==> config.mk <==
export PLATFORM = sky130hd
export DESIGN_NAME = key_event_ctrl
export DESIGN_NICKNAME = d
export VERILOG_FILES = /design/src/rtl/key_event_ctrl.sv
export SDC_FILE = /design/constraint.sdc
export NUM_CORES = 1
export LEC_CHECK = 0
export ABC_AREA = 1
export CORE_UTILIZATION = 45
export DETAILED_ROUTE_END_ITERATION = 8
export PLACE_DENSITY_LB_ADDON = 0.25
export SLEW_MARGIN = 15
export SYNTH_ARGS = -nofsm -noshare
export SYNTH_HDL_FRONTEND = slang
export SYNTH_SLANG_ARGS = --single-unit
==> constraint.sdc <==
create_clock -name clk -period 4.7 [get_ports clk]
set_input_delay 1.175 -clock clk [delete_from_list [all_inputs] [get_ports clk]]
set_output_delay 1.175 -clock clk [all_outputs]
set_load 0.005 [all_outputs]
==> src/rtl/key_event_ctrl.sv <==
`default_nettype none
// ============================================================================
//  Module      : key_event_ctrl
//  Description : Classifies debounced active-low key levels into SHORT, LONG
//                and auto-REPEAT events on a shared ms timebase. Each key
//                keeps one pending event. A round-robin arbiter places the
//                events on a single valid/ready port.
//  Revision    : 1.0 - initial release
// ============================================================================
module key_event_ctrl #(
    parameter int NKEY     = 4,
    parameter int TICK_DIV = 200,
    parameter int LONG_MS  = 1000,
    parameter int REP_MS   = 200,
    parameter int TW       = 11
) (
    input  logic            clk,
    input  logic            rst_n,
    input  logic            en,
    input  logic [NKEY-1:0] key_flag,
    output logic            ev_valid,
    input  logic            ev_ready,
    output logic [2:0]      ev_key,
    output logic [1:0]      ev_code,
    output logic [NKEY-1:0] ovf,
    input  logic            ovf_clr
);

    localparam int            c_PW       = (TICK_DIV > 1) ? $clog2(TICK_DIV) : 1;
    localparam logic [c_PW-1:0] c_PRESC_END = c_PW'(TICK_DIV - 1);
    localparam logic [TW-1:0] c_LONG_END = TW'(LONG_MS - 1);
    localparam logic [TW-1:0] c_REP_END  = TW'(REP_MS - 1);
    localparam logic [1:0]    c_NONE     = 2'b00;
    localparam logic [1:0]    c_SHORT    = 2'b01;
    localparam logic [1:0]    c_LONG     = 2'b10;
    localparam logic [1:0]    c_REPEAT   = 2'b11;

    typedef enum logic [1:0] {
        S_IDLE  = 2'd0,
        S_PRESS = 2'd1,
        S_HELD  = 2'd2
    } key_state_t;

    // ------------------------------------------------------------------
    // Millisecond timebase, free-running even while classification is off
    // ------------------------------------------------------------------
    logic [c_PW-1:0] r_presc;
    logic            w_tick;

    assign w_tick = (r_presc == c_PRESC_END);

    // Prescaler counts 0..TICK_DIV-1 and wraps on the tick cycle
    always_ff @(posedge clk or negedge rst_n) begin
        if (!rst_n) begin
            r_presc <= '0;
        end else if (w_tick) begin
            r_presc <= '0;
        end else begin
            r_presc <= r_presc + c_PW'(1);
        end
    end

    // ------------------------------------------------------------------
    // Per-key press classification
    // ------------------------------------------------------------------
    logic [1:0] w_raise [NKEY];

    generate
        for (genvar g = 0; g < NKEY; g++) begin : g_key
            key_state_t    r_state;
            key_state_t    w_state_nxt;
            logic [TW-1:0] r_timer;
            logic [TW-1:0] w_timer_nxt;
            logic [1:0]    w_code;

            // Key state and held-time register
            always_ff @(posedge clk or negedge rst_n) begin
                if (!rst_n) begin
                    r_state <= S_IDLE;
                    r_timer <= '0;
                end else begin
                    r_state <= w_state_nxt;
                    r_timer <= w_timer_nxt;
                end
            end

            // Next state, timer and raised event; a release beats a same-cycle long/repeat expiry
            always_comb begin
                w_state_nxt = r_state;
                w_timer_nxt = r_timer;
                w_code      = c_NONE;
                if (!en) begin
                    w_state_nxt = S_IDLE;
                    w_timer_nxt = '0;
                end else begin
                    case (r_state)
                        S_IDLE: begin
                            if (!key_flag[g]) begin
                                w_state_nxt = S_PRESS;
                                w_timer_nxt = '0;
                            end
                        end
                        S_PRESS: begin
                            if (key_flag[g]) begin
                                w_state_nxt = S_IDLE;
                                w_timer_nxt = '0;
                                w_code      = c_SHORT;
                            end else if (w_tick) begin
                                if (r_timer == c_LONG_END) begin
                                    w_state_nxt = S_HELD;
                                    w_timer_nxt = '0;
                                    w_code      = c_LONG;
                                end else begin
                                    w_timer_nxt = r_timer + TW'(1);
                                end
                            end
                        end
                        S_HELD: begin
                            if (key_flag[g]) begin
                                w_state_nxt = S_IDLE;
                                w_timer_nxt = '0;
                            end else if (w_tick) begin
                                if (r_timer == c_REP_END) begin
                                    w_timer_nxt = '0;
                                    w_code      = c_REPEAT;
                                end else begin
                                    w_timer_nxt = r_timer + TW'(1);
                                end
                            end
                        end
                        default: begin
                            w_state_nxt = S_IDLE;
                            w_timer_nxt = '0;
                        end
                    endcase
                end
            end

            assign w_raise[g] = w_code;
        end
    endgenerate

    // ------------------------------------------------------------------
    // Pending slots and round-robin arbiter
    // ------------------------------------------------------------------
    logic [1:0]      r_slot [NKEY];
    logic [2:0]      r_ptr;
    logic [7:0]      w_avail;
    logic [1:0]      w_avail_code [8];
    logic            w_load;
    logic            w_found;
    logic [2:0]      w_sel;
    logic [3:0]      w_cand;
    logic [NKEY-1:0] w_grant;
    logic [NKEY-1:0] w_drop;

    // A slot's own event is older than a freshly raised one, so it goes out
    // first; an empty slot lets the raised event bypass straight to the port.
    generate
        for (genvar g = 0; g < 8; g++) begin : g_pad
            if (g < NKEY) begin : g_real
                assign w_avail_code[g] = (r_slot[g] != c_NONE) ? r_slot[g] : w_raise[g];
            end else begin : g_zero
                assign w_avail_code[g] = c_NONE;
            end
            assign w_avail[g] = (w_avail_code[g] != c_NONE);
        end
    endgenerate

    assign w_load = !ev_valid || ev_ready;

    // First candidate after the last granted key, wrapping modulo NKEY
    always_comb begin
        w_found = 1'b0;
        w_sel   = 3'd0;
        w_cand  = 4'd0;
        for (int i = 1; i <= NKEY; i++) begin
            w_cand = {1'b0, r_ptr} + 4'(i);
            if (w_cand >= 4'(NKEY)) begin
                w_cand = w_cand - 4'(NKEY);
            end
            if (!w_found && w_avail[w_cand[2:0]]) begin
                w_found = 1'b1;
                w_sel   = w_cand[2:0];
            end
        end
    end

    // Per-key grant strobe and dropped-event detection (a granted slot counts as empty)
    always_comb begin
        w_grant = '0;
        w_drop  = '0;
        for (int k = 0; k < NKEY; k++) begin
            w_grant[k] = w_load && w_found && (w_sel == 3'(k));
            w_drop[k]  = (w_raise[k] != c_NONE) && (r_slot[k] != c_NONE) && !w_grant[k];
        end
    end

    // Slot storage and sticky overflow flags; a new drop outranks ovf_clr
    always_ff @(posedge clk or negedge rst_n) begin
        if (!rst_n) begin
            for (int k = 0; k < NKEY; k++) begin
                r_slot[k] <= c_NONE;
            end
            ovf <= '0;
        end else begin
            for (int k = 0; k < NKEY; k++) begin
                if (w_grant[k]) begin
                    r_slot[k] <= (r_slot[k] != c_NONE) ? w_raise[k] : c_NONE;
                end else if ((w_raise[k] != c_NONE) && (r_slot[k] == c_NONE)) begin
                    r_slot[k] <= w_raise[k];
                end
            end
            ovf <= (ovf & {NKEY{!ovf_clr}}) | w_drop;
        end
    end

    // Output register: reload when empty or when the consumer takes the beat
    always_ff @(posedge clk or negedge rst_n) begin
        if (!rst_n) begin
            ev_valid <= 1'b0;
            ev_key   <= 3'd0;
            ev_code  <= c_NONE;
            r_ptr    <= 3'd0;
        end else if (w_load) begin
            if (w_found) begin
                ev_valid <= 1'b1;
                ev_key   <= w_sel;
                ev_code  <= w_avail_code[w_sel];
                r_ptr    <= w_sel;
            end else begin
                ev_valid <= 1'b0;
            end
        end
    end

endmodule
`default_nettype wire

==> results.md <==
- Detailed routing placed a total of about 630 µm of wire on met3.
- The total number of clock tree sinks is 78.
- Once layout is complete, the utilization of the core stands at 52.2%.
- Timing would allow up to 286 MHz.
- TritonCTS created 9 clock buffers.
- The clock period could shrink to 3.49 ns.
- The worst setup path is captured at a flip-flop.
- In this design, the stage delay of the slowest critical-path cell is 0.74 ns.
- During synthesis, Yosys emitted a total of 0 warnings.
- The core area is 11,600 µm².
- The count of buffering cells on the critical path with inverters included is 3.
- The first routing iteration left 338 violations.
- The placed cell count is 900.
- For the worst setup path, the data arrival time is approximately 3.7 ns.
- The source-to-sink clock delay at the later pin of the worst-skew pair is between 0.3 and 0.4 ns.
- The final reports fail on DRC.
- The share of the yosys chip area belonging to registers is a little over a third.
- The number of optimization iterations in the first detailed-route pass is 8.
- The final layout contains routed wiring with a total length of 12.0 mm.
- In this run, synthesis produced a sequential element count of 78.
- The kind of path behind the tightest hold check is flip-flop to flip-flop.
- The total global routing track utilization is about a fifth.
- The detail route stage leaves a number of antenna-violating nets equal to 0.
- The wire length on met2 is 5.63 mm.
- From synthesis to final layout, the design area changed by 11.7%.
- Pin placement for this block handled 19 I/O pins.
- The peak supply drop is about 220 µV.
- The share of async-settable or async-resettable flops after synthesis is 100%.
- The number of buffers on the longest clock path is 2.
- The tightest slew margin relative to the limit is 34.7%.
- The number of max-slew violations in the final report is 0.
- The final hold slack is 0.463 ns.
- The run finished, with violations left.
- The pin slew with the least headroom to its limit is 0.979 ns.
- The detailed-route vias per instance is 5.39.
- The data required time at the worst endpoint is 4.93 ns.
- The summed negative setup slack over all endpoints is 0 ns.
- The via count of the first global-routing pass is around 4,700.
- In the synthesized netlist the dominant register cell turns out to be dfrtp_1.
- For this design, the CTS-stage hold fixing added 0 buffers.
- Post-CTS timing repair inserted 0 buffers for setup.
- Of the available clock period, the critical path in the final layout requires 74.3%.
- The height of the die is 112 µm.
- The mapped cell area is between 5000 and 6000 µm².
- The vias after detailed routing is 4,941.
- After clock tree synthesis, the repair step resized 0 gates.
- The power per standard cell area is about 320 nW/µm².
- The H-tree generated during clock tree synthesis spans 3 levels.
- The number of standard cells in the layout, taps in and fillers out is 916.
- TritonCTS built the clock tree.
- The final hold violation count is 0.
- The per-cell routed wire length is 13.1 µm.
- The number of nets at the end of the flow is ~800.
- In the routed design, unresolved DRC markers number 3.
- Dividing the synthesized area by the synthesized cell count gives 7.24 µm².
- For this design the static power due to leakage is roughly 0.0029 µW.
- The remaining global-route overflow is 0.
- The number of port buffers is 18.
- The slowest stage of the critical path is the clkdlybuf4s50_1 cell.
- The clock arrives with 0.00733 ns of skew.
- The highest signal layer in the routed design is met4.
- The synthesized netlist contains 45 unique library cells.
- The number of antenna diodes in the final layout is 0.
- The largest fanout on the critical path is 18.
- Once the floorplan was initialized, standard cells occupied 46.7% of the core.
- Broken down by cell family, the worst path's largest delay share belongs to simple AND/OR/NAND/NOR gates.
- The die covers about 12,000 µm².
- STA classifies the critical path startpoint as an input pin.
- The number of instances in the synthesized netlist is 746.
- The initial antenna violation count is 0.
- The post-synthesis net count is 777.
- Setup violations remaining at the end of the flow were counted as 0.
- The count of standard-cell rows is 39.
- In this run, synthesis inferred 0 flip-flops with an integrated enable.
- The congestion estimate from routability-driven global placement came to approximately 0.96.
- The first global-routing pass estimated 21.0 mm of wire.
- The reported max-cap violation count is 0.
- The tree is rooted in a clkbuf_16.
- Entering global routing, the biggest net connects just under 80 pins.
- Walking the worst path, the cells encountered are clkdlybuf4s50_1 -> nand2_1 -> inv_1 -> nand2_2 -> nand3_1 -> nand2_1 -> nand3_2 -> nand3_4 -> nand3_1 -> o21ai_4 -> inv_4 -> nand3_2 -> nand2_2 -> nand3_1 -> nand2_1.
- The met1 wire length is ~5.6 mm.
- The clock-pin slew on the worst setup and hold paths is 0.06 ns.
- The layout cell share with drive strength beyond 1 is between 10% and 20%.
- The type of the worst setup path is input pin to flip-flop.
- Setup repair after global routing left no endpoint under its margin.
- The width of the chip is 112 µm.
- The HPWL after detailed placement is slightly above 9 mm.
metal layers:
metal,vias to the layer above,GRT usage (%)
met5,-,0
met4,0,6.31
met3,18,5.55
met2,126,34.0
met1,2290,26.7
li1,2507,-
cell type report:
class	instances	area [µm²]
Sequential cell	78	1950
Inverter	121	457
Tap cell	143	179
Timing Repair Buffer	19	185
Clock inverter	5	58.8
Multi-Input combinational cell	539	2960
Fill cell	1114	5530
Clock buffer	11	243
state kept, by name (all words and copies together), names as in the netlist:
| name | flops |
|---|---|
| g_key.r_timer | 44 |
| g_key.r_state | 8 |
| ovf | 4 |
| ev_code | 2 |
| r_ptr | 3 |
| r_presc | 8 |
| ev_valid | 1 |
| r_slot | 8 |
power by group:
| part | internal [µW] | total [µW] | leakage, µW | switching (µW) |
|---|---|---|---|---|
| sequential | 720 | 757 | 0.00104 | 37.5 |
| clock | 426 | 703 | 0.000142 | 277 |
| combinational | 157 | 492 | 0.00177 | 334 |
| total | 1300 | 1950 | 0.00295 | 649 |
final timing paths:
| path | start | to | slack (ns) | depth (start not counted) |
|---|---|---|---|---|
| setup reg to reg | r_presc[0] | r_slot[2] | 1.83 | 20 |
| hold reg to reg | r_presc[0] | r_presc[0] | 0.46 | 1 |
| hold / removal | r_presc[0] | r_presc[0] | 0.46 | 1 |
| setup / recovery | en | r_slot[2] | 1.21 | 15 |
| max in group asynchronous | rst_n | g_key[0].r_timer[2] | 3.07 | 1 |
| min in group asynchronous | rst_n | g_key[2].r_timer[2] | 0.99 | 1 |
synthesized netlist by cell type, types with 3 or more instances:
cell      count  area (µm²)
nand2_1     160         601
inv_1       107         402
dfrtp_1      78        1950
nand3_1      65         325
nor2_1       64         240
a21oi_1      42         210
o21ai_0      41         205
nor3_1       25         125
ha_1         22         275
nand2_2      17         106
nand4_1      17         106
inv_2        11        41.3
nor2_2       11        68.8
nand3_2       8        80.1
nor4_1        7        43.8
o22ai_1       7        43.8
clkbuf_1      6        22.5
nand2_4       5        56.3
o211ai_1      5        37.5
a22oi_1       4        30.0
nand3_4       4        70.1
nand3b_1      4        30.0
nor3_2        3        30.0
nor3b_1       3        22.5
o21ai_1       3        15.0
cells by family (layout without fill, tap and decap cells):
family | Yosys count | after routing | synth area share [%]
AOI/OAI and AO/OA | 115 | 115 | 12.3
xor gates and xnor gates | 2 | 2 | 0.324
adders and majority gates | 22 | 22 | 5.10
buffers and inverters | 129 | 156 | 9.04
DFF | 78 | 78 | 36.1
and+or+nand+nor | 400 | 400 | 37.1
cells in the final DEF (no fill, tap or decap), types with 4 or more instances in the layout:
cell | netlist | routed
nor3_1 | 25 | 25
nand3b_1 | 4 | 4
nor4_1 | 7 | 7
o21ai_0 | 41 | 41
dfrtp_1 | 78 | 78
o22ai_1 | 7 | 7
clkdlybuf4s50_1 | 0 | 17
nand3_4 | 4 | 4
nand3_1 | 65 | 65
inv_1 | 107 | 107
a21oi_1 | 42 | 42
inv_2 | 11 | 11
nand4_1 | 17 | 17
nand2_1 | 160 | 160
nor2_1 | 64 | 64
nand2_4 | 5 | 5
clkbuf_16 | 0 | 9
nor2_2 | 11 | 11
nand2_2 | 17 | 17
a22oi_1 | 4 | 4
nand3_2 | 8 | 8
o211ai_1 | 5 | 5
ha_1 | 22 | 22
stage by stage:
| step | power [µW] | worst slack, ns | area, µm² |
|---|---|---|---|
| after CTS | 1970 | 1.23 | 6030 |
| after floorplan | 1130 | 1.78 | 5400 |
| final | 1950 | 1.21 | 6030 |
| after detailed placement | 1250 | 0.877 | 5730 |
| after global routing | 2090 | 0.978 | 6030 |
| after global placement | 1240 | 0.899 | 5730 |
Power figures use the tool's default switching activity.
